`src/rtl/if_stage_pkg.sv`:
```
// Shared CPU definitions used by the fetch stage: reset vector, NOP encoding
// and the {pc, inst} record carried through the fetch buffer.
package if_stage_pkg;

    localparam logic [31:0] RESET_PC_DEFAULT = 32'h0000_0000;
    localparam logic [31:0] NOP_INST         = 32'h0000_0013;

    typedef struct packed {
        logic [31:0] pc;
        logic [31:0] inst;
    } fetch_entry_t;

    localparam int FETCH_ENTRY_W = $bits(fetch_entry_t);

endpackage

```
`src/rtl/fetch_buffer.sv`:
```
// Two-entry FIFO of fetched {pc, inst} records with flush; the head entry is
// always presented, so the reset entry doubles as the idle decode output.
module fetch_buffer
    import if_stage_pkg::*;
#(
    parameter int           DEPTH       = 2,
    parameter fetch_entry_t RESET_ENTRY = {RESET_PC_DEFAULT, NOP_INST}
) (
    input  logic         clk,
    input  logic         rst_n,
    input  logic         push,
    input  fetch_entry_t push_data,
    input  logic         pop,
    input  logic         flush,
    output logic         full,
    output logic         empty,
    output logic [1:0]   count,
    output fetch_entry_t head
);

    localparam int PTR_W = 1;

    logic [PTR_W-1:0] wr_ptr_q, wr_ptr_d;
    logic [PTR_W-1:0] rd_ptr_q, rd_ptr_d;
    logic [1:0]       count_q, count_d;
    fetch_entry_t     entries [DEPTH];

    genvar gi;
    generate
        for (gi = 0; gi < DEPTH; gi++) begin : g_entry
            fetch_entry_t entry_q, entry_d;

            always_comb begin
                entry_d = entry_q;
                if (push && !flush && (wr_ptr_q == PTR_W'(gi))) begin
                    entry_d = push_data;
                end
            end

            always_ff @(posedge clk or negedge rst_n) begin
                if (!rst_n) begin
                    entry_q <= RESET_ENTRY;
                end else begin
                    entry_q <= entry_d;
                end
            end

            assign entries[gi] = entry_q;
        end
    endgenerate

    always_comb begin
        wr_ptr_d = wr_ptr_q;
        rd_ptr_d = rd_ptr_q;
        count_d  = count_q;
        if (flush) begin
            wr_ptr_d = '0;
            rd_ptr_d = '0;
            count_d  = '0;
        end else begin
            if (push) wr_ptr_d = wr_ptr_q + 1'b1;
            if (pop)  rd_ptr_d = rd_ptr_q + 1'b1;
            case ({push, pop})
                2'b10:   count_d = count_q + 2'd1;
                2'b01:   count_d = count_q - 2'd1;
                default: count_d = count_q;
            endcase
        end
    end

    always_ff @(posedge clk or negedge rst_n) begin
        if (!rst_n) begin
            wr_ptr_q <= '0;
            rd_ptr_q <= '0;
            count_q  <= '0;
        end else begin
            wr_ptr_q <= wr_ptr_d;
            rd_ptr_q <= rd_ptr_d;
            count_q  <= count_d;
        end
    end

    assign count = count_q;
    assign full  = (count_q == 2'(DEPTH));
    assign empty = (count_q == 2'd0);
    assign head  = entries[rd_ptr_q];

    // Upstream flow control must never push into a full buffer or pop an empty one.
    a_no_overflow:  assert property (@(posedge clk) disable iff (!rst_n)
                                     !(push && full && !pop && !flush));
    a_no_underflow: assert property (@(posedge clk) disable iff (!rst_n)
                                     !(pop && empty && !flush));
    a_count_range:  assert property (@(posedge clk) disable iff (!rst_n)
                                     count_q <= 2'(DEPTH));

endmodule

```
`src/rtl/if_stage.sv`:
```
// Instruction fetch stage: issues one-cycle-latency memory reads, tracks the
// single outstanding request and buffers returned words for decode.
module if_stage
    import if_stage_pkg::*;
#(
    parameter logic [31:0] RESET_PC = RESET_PC_DEFAULT,
    parameter int          FB_DEPTH = 2
) (
    input  logic        clk,
    input  logic        i_rst_n,
    output logic [31:0] o_imem_raddr,
    output logic        o_imem_ren,
    input  logic [31:0] i_imem_rdata,
    input  logic        i_stall,
    input  logic        i_redirect,
    input  logic [31:0] i_redirect_pc,
    output logic        o_valid,
    output logic [31:0] o_inst,
    output logic [31:0] o_pc
);

    localparam logic [31:0] RESET_PC_ALIGNED = RESET_PC & ~32'h3;

    logic [31:0]  pc_q, pc_d;
    logic         inflight_q, inflight_d;
    logic [31:0]  inflight_pc_q, inflight_pc_d;
    logic [31:0]  redirect_target;
    logic         deq;
    logic         issue;
    logic         push;
    logic [2:0]   occupancy;
    fetch_entry_t push_entry;
    fetch_entry_t head;
    logic [1:0]   fb_count;
    logic         fb_full;
    logic         fb_empty;

    assign redirect_target = i_redirect_pc & ~32'h3;
    assign o_valid         = !fb_empty;
    assign deq             = o_valid && !i_stall && !i_redirect;

    // Slots already committed after this cycle: buffered words plus the pending response.
    assign occupancy  = {1'b0, fb_count} + {2'b00, inflight_q} - {2'b00, deq};
    // Gated by reset so no request leaks out while the block is held in reset.
    assign issue      = i_rst_n && !i_redirect && (occupancy < 3'd2);
    assign push       = inflight_q && !i_redirect;
    assign push_entry = {inflight_pc_q, i_imem_rdata};

    always_comb begin
        pc_d          = pc_q;
        inflight_d    = issue;
        inflight_pc_d = inflight_pc_q;
        if (i_redirect) begin
            pc_d = redirect_target;
        end else if (issue) begin
            pc_d          = pc_q + 32'd4;
            inflight_pc_d = pc_q;
        end
    end

    always_ff @(posedge clk or negedge i_rst_n) begin
        if (!i_rst_n) begin
            pc_q          <= RESET_PC_ALIGNED;
            inflight_q    <= 1'b0;
            inflight_pc_q <= RESET_PC_ALIGNED;
        end else begin
            pc_q          <= pc_d;
            inflight_q    <= inflight_d;
            inflight_pc_q <= inflight_pc_d;
        end
    end

    fetch_buffer #(
        .DEPTH       (FB_DEPTH),
        .RESET_ENTRY ({RESET_PC_ALIGNED, NOP_INST})
    ) u_fetch_buffer (
        .clk       (clk),
        .rst_n     (i_rst_n),
        .push      (push),
        .push_data (push_entry),
        .pop       (deq),
        .flush     (i_redirect),
        .full      (fb_full),
        .empty     (fb_empty),
        .count     (fb_count),
        .head      (head)
    );

    assign o_imem_ren   = issue;
    assign o_imem_raddr = pc_q;
    assign o_inst       = head.inst;
    assign o_pc         = head.pc;

    a_full_blocks_issue: assert property (@(posedge clk) disable iff (!i_rst_n)
                                          (fb_full && !deq) |-> !issue);

endmodule
```
`config.mk`:
```
export PLATFORM = sky130hd
export DESIGN_NAME = if_stage
export DESIGN_NICKNAME = d
export VERILOG_FILES = /design/src/rtl/if_stage_pkg.sv /design/src/rtl/fetch_buffer.sv /design/src/rtl/if_stage.sv
export SDC_FILE = /design/constraint.sdc
export NUM_CORES = 1
export LEC_CHECK = 0
export CORE_MARGIN = 4
export CORE_UTILIZATION = 40
export DETAILED_ROUTE_END_ITERATION = 16
export SLEW_MARGIN = 20
export SYNTH_ARGS = -nofsm -noshare
export SYNTH_HDL_FRONTEND = slang
export SYNTH_SLANG_ARGS = --single-unit
```
`constraint.sdc`:
```
create_clock -name clk -period 8.4 [get_ports clk]
set_clock_uncertainty 0.1 [all_clocks]
set_input_delay 2.1 -clock clk [delete_from_list [all_inputs] [get_ports clk]]
set_output_delay 2.1 -clock clk [all_outputs]
set_load 0.005 [all_outputs]
```
==> results of run 1 <==
placed cells by master (no fill, tap or decap), types with 5 or more instances in the layout:
| master | netlist | final |
|---|---|---|
| nor2_1 | 6 | 6 |
| nor3_1 | 10 | 10 |
| clkdlybuf4s50_1 | 0 | 158 |
| nand4_1 | 11 | 11 |
| a21oi_1 | 5 | 5 |
| mux2_2 | 188 | 188 |
| clkbuf_16 | 0 | 17 |
| o21ai_0 | 13 | 13 |
| o311ai_0 | 23 | 23 |
| nand2_1 | 121 | 121 |
| and4_1 | 6 | 6 |
| inv_1 | 8 | 8 |
| and2_1 | 7 | 7 |
| dfrtp_1 | 183 | 182 |
| dfstp_2 | 6 | 6 |
| nand3_1 | 19 | 17 |
| buf_4 | 6 | 8 |
sequential cells by signal, summed over array words and instances (netlist names):
name and count:
u_fetch_buffer.entries 124, inflight_pc_q 30, o_imem_raddr 30, u_fetch_buffer.count 2, inflight_q 1, u_fetch_buffer.rd_ptr_q 1
u_fetch_buffer.wr_ptr_q 1
layer usage:
layer / global-route usage [%] / up-vias / wire [microns] / share of wire [%]
li1: - / 2896 / - / -
met1: 26.84 / 3157 / 10450 / 46
met2: 29.62 / 227 / 10510 / 46
met3: 4.757 / 25 / 1564 / 6.9
met4: 4.835 / 0 / 282 / 1.2
met5: 0 / - / 0 / 0
worst max-delay path: stages:
cell and delay (ns):
clkdlybuf4s50_1 0.53, nor3_1 0.25, ha_1 0.26, nand2b_1 0.15, fa_1 0.54, and2_1 0.21
nand3_2 0.10, inv_1 0.14, clkdlybuf4s50_1 0.51
worst min path at each step:
stage                                       to  slack (ns)  cells after the start                        from
floorplan                    inflight_pc_q[14]        0.36                      2           inflight_pc_q[14]
global placement             inflight_pc_q[29]        0.37                      2           inflight_pc_q[29]
detailed placement           inflight_pc_q[27]        0.39                      2           inflight_pc_q[27]
CTS                 u_fetch_buffer.entries[51]        0.40                      1  u_fetch_buffer.entries[51]
global route        u_fetch_buffer.entries[48]        0.42                      1  u_fetch_buffer.entries[48]
finish               u_fetch_buffer.entries[5]        0.40                      1   u_fetch_buffer.entries[5]
kinds of logic after synthesis:
logic type,share of synthesized area (%)
buffers and inverters,3.116
other,0.04264
adders and majority gates,0.5121
and+or+nand+nor,11.96
muxes,24.30
AOI/OAI and AO/OA,5.620
DFF,53.86
xor gates and xnor gates,0.5834
layout make-up:
cell class	count	area (sq um)
clock buffers	22	454.2
clock inverters	10	108.9
fillers	1868	10200
inverters	8	30.03
multi-input cells	481	3817
flip-flops and latches	189	4738
well taps	275	344.1
repair buffers	167	1655
stage by stage:
stage	cell area (sq um)	util, %
2_1_floorplan	8806	-
3_3_place_gp	10590	49.57
3_5_place_dp	10590	49.57
4_1_cts	11150	52.21
5_1_grt	11150	52.21
6_report	11150	52.21
power breakdown:
group	leakage [nW]	switching (mW)	internal, mW
clock network	0.268	0.348	0.423
logic	2.16	0.252	0.484
registers	2.36	0.152	1.16
==> results.tsv, run 1 <==
metric	value	unit
postSynthAreaPerCell	12.16	sq um
required	6.20	ns
clock_sinks	189	
synth_top_area_share	52.07	%
rsz0062_at_grt	false	
grt_pass1_wl	36.85	mm
ios	166	
clk_latency	0.43	ns
hold_violations	0	
synth_area	8795	sq um
clk_path_buf_depth	2	
drive_above_1_share	27.82	%
fin_crit_sh	83.24	%
worstSetupEndpoint	o_imem_ren	
antenna_cells	0	
rows	53	
setup_violations	0	
routed_via_density	5.473	
grt_util_all_layers	19.02	%
synth-main-ff-cell	dfrtp_1	
cp-end-kind	output pin	
clkTransAtPathRegs	0.06	ns
grt_pass1_vias	6708	
grt_max_degree	78	
tns	0	ns
h-tree-depth	4	
overflow	0	
antenna_found_initial	0	
cts_root_buffer	clkbuf_16	
die-area	24420	sq um
numCtsBuffers	17	
place_inst	1120	
cts_resized	0	
finalPower	2.816	mW
relSlewSlack	29.20	%
die_w	156.3	microns
finalWeightedCongestion	0.8329	
drt_pass1_iterations	5	
r2r-end	o_imem_raddr[24]	
r2r_start	u_fetch_buffer.count[1]	
power_density	252.6	nW/um^2
fin_ws	1.408	ns
worstPathMaxFanout	8	
critPathLaunchType	input pin	
fin_nets	935	
drt_wl_total	22.81	mm
yosys_warnings	0	
r2r_slack	4.83	ns
hold_slack	0.4013	ns
crit_type	input pin to output pin	
start_util	41.19	%
postCtsSetupBuffers	0	
dp_worst_setup_slack	1.406	ns
reg2reg_depth	9	
syn2layout_area_growth	26.76	%
min_period	6.992	ns
max_freq	0.1430	GHz
hold_path_class	flip-flop to flip-flop	
startpoint	i_stall	
finalMaxSlewViolations	0	
dp_hpwl	15.42	mm
die_h	156.3	microns
vias	6305	
leakage	4.794	nW
ys_ff_latch	189	
synthTopCellsByArea	dfrtp_1 (52%), mux2_2 (24%), nand2_1 (5.2%)	
postCtsHoldBufs	0	
ys_types	57	
worst-endpoint-arrival	4.79	ns
synth_edf_count	0	
core-area	21350	sq um
status	finished clean	
drtAntennaViolNets	0	
synthCells	723	
drt_iter0_drc	421	
peakVddDrop	0.1241	mV
ys_top_cells_by_count	mux2_2 (188), dfrtp_1 (183), nand2_1 (121)	
yosysSeqAreaShare	53.86	%
placement.io_buffers	159	
cap_violations	0	
instances_no_fill	1152	
synth_top_area_cell	dfrtp_1	
tightest_slew	1.058	ns
drcViolationCount	0	
avgRoutedWirePerCell	19.80	microns
async_flop_share	100.0	%
yosysMostFrequentCell	mux2_2	
cts_tree	built	
(Power assumes the default switching activity.)
==> inputs of run 2 (changes only) <==
Settings changed: PLACE_DENSITY set to 0.66.
Clock period 8.4 ns to 5.63 ns, I/O delays scaled along.
==> run 2 against run 1 <==
Against the previous run: total power is 53% higher; cell count is 0.52% higher; register-to-register slack worse by 2.7 ns; first-iteration DRC count is 5.7% lower; die area stayed put; sequential power is 48% higher; sequential share of layout area is 0.46 points lower; critical endpoint unchanged; largest cell class unchanged; highest routed layer unchanged.
==> results.tsv, run 2 (synthesized netlist as in run 1, its figures left out) <==
metric	value	unit
numCtsBuffers	17	
gr-usage-met1	26.09	%
max_freq	0.1848	GHz
finalMaxSlewViolations	0	
power_frac_clock	29.8	%
die_w	156.3	microns
worst-endpoint-arrival	3.90	ns
relSlewSlack	31.74	%
setup_violations	0	
status	finished clean	
core-area	21350	sq um
drive_above_1_share	28.77	%
placement.io_buffers	159	
dp_hpwl	13.93	mm
avgRoutedWirePerCell	18.08	microns
grt_max_degree	63	
drt_wl_total	20.94	mm
dp_worst_setup_slack	0.2247	ns
cts_resized	0	
crit_type	input pin to output pin	
syn2layout_area_growth	28.14	%
postCtsHoldBufs	0	
cap_violations	0	
drt_iter0_drc	397	
peakVddDrop	0.1895	mV
hold_violations	0	
cts_root_buffer	clkbuf_16	
top_usage_layer	met1	
nFillCells	1866	
clkTransAtPathRegs	0.07	ns
postCtsSetupBuffers	0	
die-area	24420	sq um
hold_path_class	flip-flop to flip-flop	
use_met3	3.927	%
drt_pass1_iterations	4	
fin_nets	941	
drcViolationCount	0	
clk_latency	0.43	ns
swShare	26.35	%
die_h	156.3	microns
antenna_cells	0	
grt_util_met2	25.92	%
ios	166	
tightest_slew	1.024	ns
rows	53	
required	4.12	ns
routed_via_density	5.326	
tns	0	ns
fin_ws	0.2184	ns
clock_sinks	189	
switching_power	1.138	mW
clk_path_buf_depth	2	
cp-end-kind	output pin	
overflow	0	
min_period	5.412	ns
critPathLaunchType	input pin	
cts_tree	built	
power.share.sequential	45.0	%
start_util	41.19	%
h-tree-depth	4	
grt_pass1_wl	34.32	mm
largest_reg_flops	124	
combPwrFrac	25.1	%
fin_crit_sh	96.12	%
intPower	3.179	mW
worstPathMaxFanout	2	
grt_pass1_vias	6218	
power_density	383.1	nW/um^2
leakage	4.864	nW
drtAntennaViolNets	0	
grt_util_all_layers	17.51	%
finalWeightedCongestion	0.8483	
vias	6167	
fin_util	52.78	%
final_cell_mix	mux2_2 (188), dfrtp_1 (182), clkdlybuf4s50_1 (158)	
rsz0062_at_grt	false	
final_common_cell	mux2_2	
antenna_found_initial	0	
[run 2: power by group through the flow]
stage,Sequential [mW],Clock (mW),Combinational [mW]
detailed placement,1.97,0,1.10
floorplan,1.89,0,0.582
global route,2.00,1.39,1.19
CTS,1.94,1.32,1.11
finish,1.94,1.29,1.08
global placement,1.96,0,1.09
[run 2: cell type report]
type / count / area, sq um / share of cell area [%]
Sequential cell: 189 / 4738 / 42.04
Multi-Input combinational cell: 481 / 3817 / 33.87
Timing Repair Buffer: 173 / 1700 / 15.09
Clock buffer: 18 / 439.2 / 3.897
Tap cell: 275 / 344.1 / 3.053
Clock inverter: 14 / 200.2 / 1.776
Inverter: 8 / 30.03 / 0.2665
[run 2: path summary, 6_finish.rpt]
check                                              from  slack (ns)  cells after the start                 to
worst min register to register        inflight_pc_q[31]        0.40                      1  inflight_pc_q[31]
min in group asynchronous                       i_rst_n        0.78                      1   o_imem_raddr[17]
worst max register to register  u_fetch_buffer.count[1]        2.16                     10   o_imem_raddr[24]
worst min-delay path                  inflight_pc_q[31]        0.40                      1  inflight_pc_q[31]
worst max-delay path                         i_redirect        0.22                      9         o_imem_ren
max in group asynchronous                       i_rst_n        2.89                      3    o_imem_raddr[6]
[run 2: metal layers]
| metal | wire [microns] | vias to the layer above |
|---|---|---|
| met2 | 9361 | 173 |
| li1 | - | 2911 |
| met4 | 140 | 0 |
| met5 | 0 | - |
| met1 | 10120 | 3071 |
| met3 | 1315 | 12 |
[run 2: through the flow]
step	std cells	total power [mW]	hold WS (ns)	cell area (sq um)
2_1_floorplan	726	2.470	0.3583	8806
3_3_place_gp	1126	3.044	0.3809	10630
3_5_place_dp	1126	3.070	0.3877	10630
4_1_cts	1158	4.377	0.4034	11270
5_1_grt	1158	4.570	0.4153	11270
6_report	1158	4.317	0.4003	11270
[run 2: worst max-delay path: stages]
cell	delay, ns
clkdlybuf4s50_1	0.42
nor3_1	0.29
ha_1	0.28
nand2b_1	0.15
fa_1	0.51
and2_1	0.16
nand3_2	0.09
inv_1	0.09
clkdlybuf4s50_1	0.50
==> inputs of run 3 (changes only) <==
Settings changed: CORE_ASPECT_RATIO set to 0.6.
==> run 3 against run 2 <==
Against the previous run: total power about the same; via count increased by 2.2%; critical path type unchanged; clock power about the same; fmax decreased by 0.95%; worst setup slack got worse by 0.052 ns; largest power group unchanged.
==> results.tsv, run 3 (synthesized netlist as in run 1, its figures left out) <==
metric	value	unit
worstPathMaxFanout	2	
hold_depth	1	
clk_latency	0.43	ns
max_stage_delay	0.53	ns
worstPathCellList	clkdlybuf4s50_1, nor3_2, ha_1, nand2b_1, fa_1, and2_1, nand3_2, inv_1, clkdlybuf4s50_1	
cp-end-kind	output pin	
hold_path_class	flip-flop to flip-flop	
final_area	11240	sq um
tns	0	ns
antenna_found_initial	0	
worst-endpoint-arrival	3.96	ns
power_density	384.0	nW/um^2
numCtsBuffers	17	
place_inst	1129	
h-tree-depth	4	
cpLargestDelayFamily	buffers and inverters	
max_freq	0.1830	GHz
dp_hpwl	15.30	mm
swShare	26.91	%
drt_wl_total	22.53	mm
start_util	41.31	%
overflow	0	
antenna_cells	0	
reg2reg_depth	10	
intPower	3.155	mW
clkTransAtPathRegs	0.07	ns
tightest_slew	1.003	ns
cp_num_buf_inv	3	
grt_pass1_wl	36.45	mm
fin_nets	940	
finalWeightedCongestion	0.8583	
switching_power	1.162	mW
cp_slowest_cell	clkdlybuf4s50_1	
die-area	24500	sq um
finalPower	4.317	mW
drt_pass1_iterations	5	
drtAntennaViolNets	0	
leakage	4.834	nW
final_cell_mix	mux2_2 (188), dfrtp_1 (182), clkdlybuf4s50_1 (158)	
post_dp_cell_area	10630	sq um
cp_common_cell	clkdlybuf4s50_1	
combPwrFrac	25.3	%
min_period	5.464	ns
syn2layout_area_growth	27.83	%
die_w	199.4	microns
largest_reg_flops	124	
instances_no_fill	1160	
clk_path_buf_depth	2	
grt_util_all_layers	19.07	%
fin_crit_sh	97.05	%
grt_max_degree	75	
power_frac_clock	29.4	%
hold_slack	0.4027	ns
rows	41	
vias	6300	
relSlewSlack	33.15	%
cap_violations	0	
core-area	21290	sq um
die_h	122.9	microns
worstSetupPathDepth	9	
cts_tree	built	
clock_sinks	189	
ios	166	
avgRoutedWirePerCell	19.42	microns
setup_violations	0	
drcViolationCount	0	
final_common_cell	mux2_2	
critPathLaunchType	input pin	
cts_root_buffer	clkbuf_16	
finalMaxSlewViolations	0	
placement.io_buffers	159	
drt_iter0_drc	368	
crit_type	input pin to output pin	
routed_via_density	5.431	
rsz0062_at_grt	false	
hold_violations	0	
required	4.12	ns
power.share.sequential	45.3	%
status	finished clean	
grt_pass1_vias	6403	
peakVddDrop	0.2609	mV
drive_above_1_share	28.72	%
==> run 3: final timing paths <==
path | from | end | slack [ns]
hold / removal | u_fetch_buffer.entries[35] | u_fetch_buffer.entries[35] | 0.40
setup / recovery | i_redirect | o_imem_ren | 0.17
setup reg to reg | u_fetch_buffer.count[1] | o_imem_raddr[24] | 2.03
hold reg to reg | u_fetch_buffer.entries[35] | u_fetch_buffer.entries[35] | 0.40
max in group asynchronous | i_rst_n | u_fetch_buffer.entries[74] | 3.25
min in group asynchronous | i_rst_n | u_fetch_buffer.entries[37] | 0.83
==> run 3: worst register-to-register path, cell delays in order, from the launching register on <==
cell and delay [ns]:
dfrtp_1 0.50, nor2_1 0.41, nor3_2 0.10, ha_1 0.28, nand2b_1 0.15, fa_1 0.51, buf_4 0.11, nand3b_1 0.22
nor4_1 0.64, nand3_1 0.17, mux2_2 0.30
==> run 3: per-layer routing <==
| layer | vias to the layer above | part of all wire, % | global-route usage, % |
|---|---|---|---|
| met1 | 3164 | 51 | 29.93 |
| li1 | 2903 | - | - |
| met4 | 0 | 0.67 | 3.859 |
| met3 | 19 | 7.0 | 5.487 |
| met5 | - | 0 | 0 |
| met2 | 214 | 42 | 26.10 |
==> run 3: area by class of cell <==
type	instances	area, sq um
sequential	189	4738
multi-input combinational	481	3822
tap	279	349.1
clock buffer	17	425.4
timing repair buffer	172	1693
inverter	8	30.03
clock inverter	14	183.9
fill	1861	10050
==> run 3: power by group through the flow <==
stage                     combinational [mW]  clock [mW]  sequential (mW)
final                                   1.09        1.27             1.96
after global routing                    1.20        1.35             2.01
after CTS                               1.11        1.29             1.96
after detailed placement                1.10           0             1.98
after global placement                  1.09           0             1.97
after floorplan                        0.582           0             1.89
==> run 3: repair_timing <==
action	4_1_cts	5_1_grt
buffers inserted	0	0
endpoints found under the setup margin	0	1
resized for setup	0	1
hold buffers	0	0
==> run 3: through the flow <==
stage                     worst slack [ns]  util [%]
after floorplan                     0.1508         -
after global placement             0.06826     49.92
after detailed placement           0.09011     49.92
after CTS                          0.05521     52.78
after global routing               0.02224     52.81
final                               0.1663     52.81
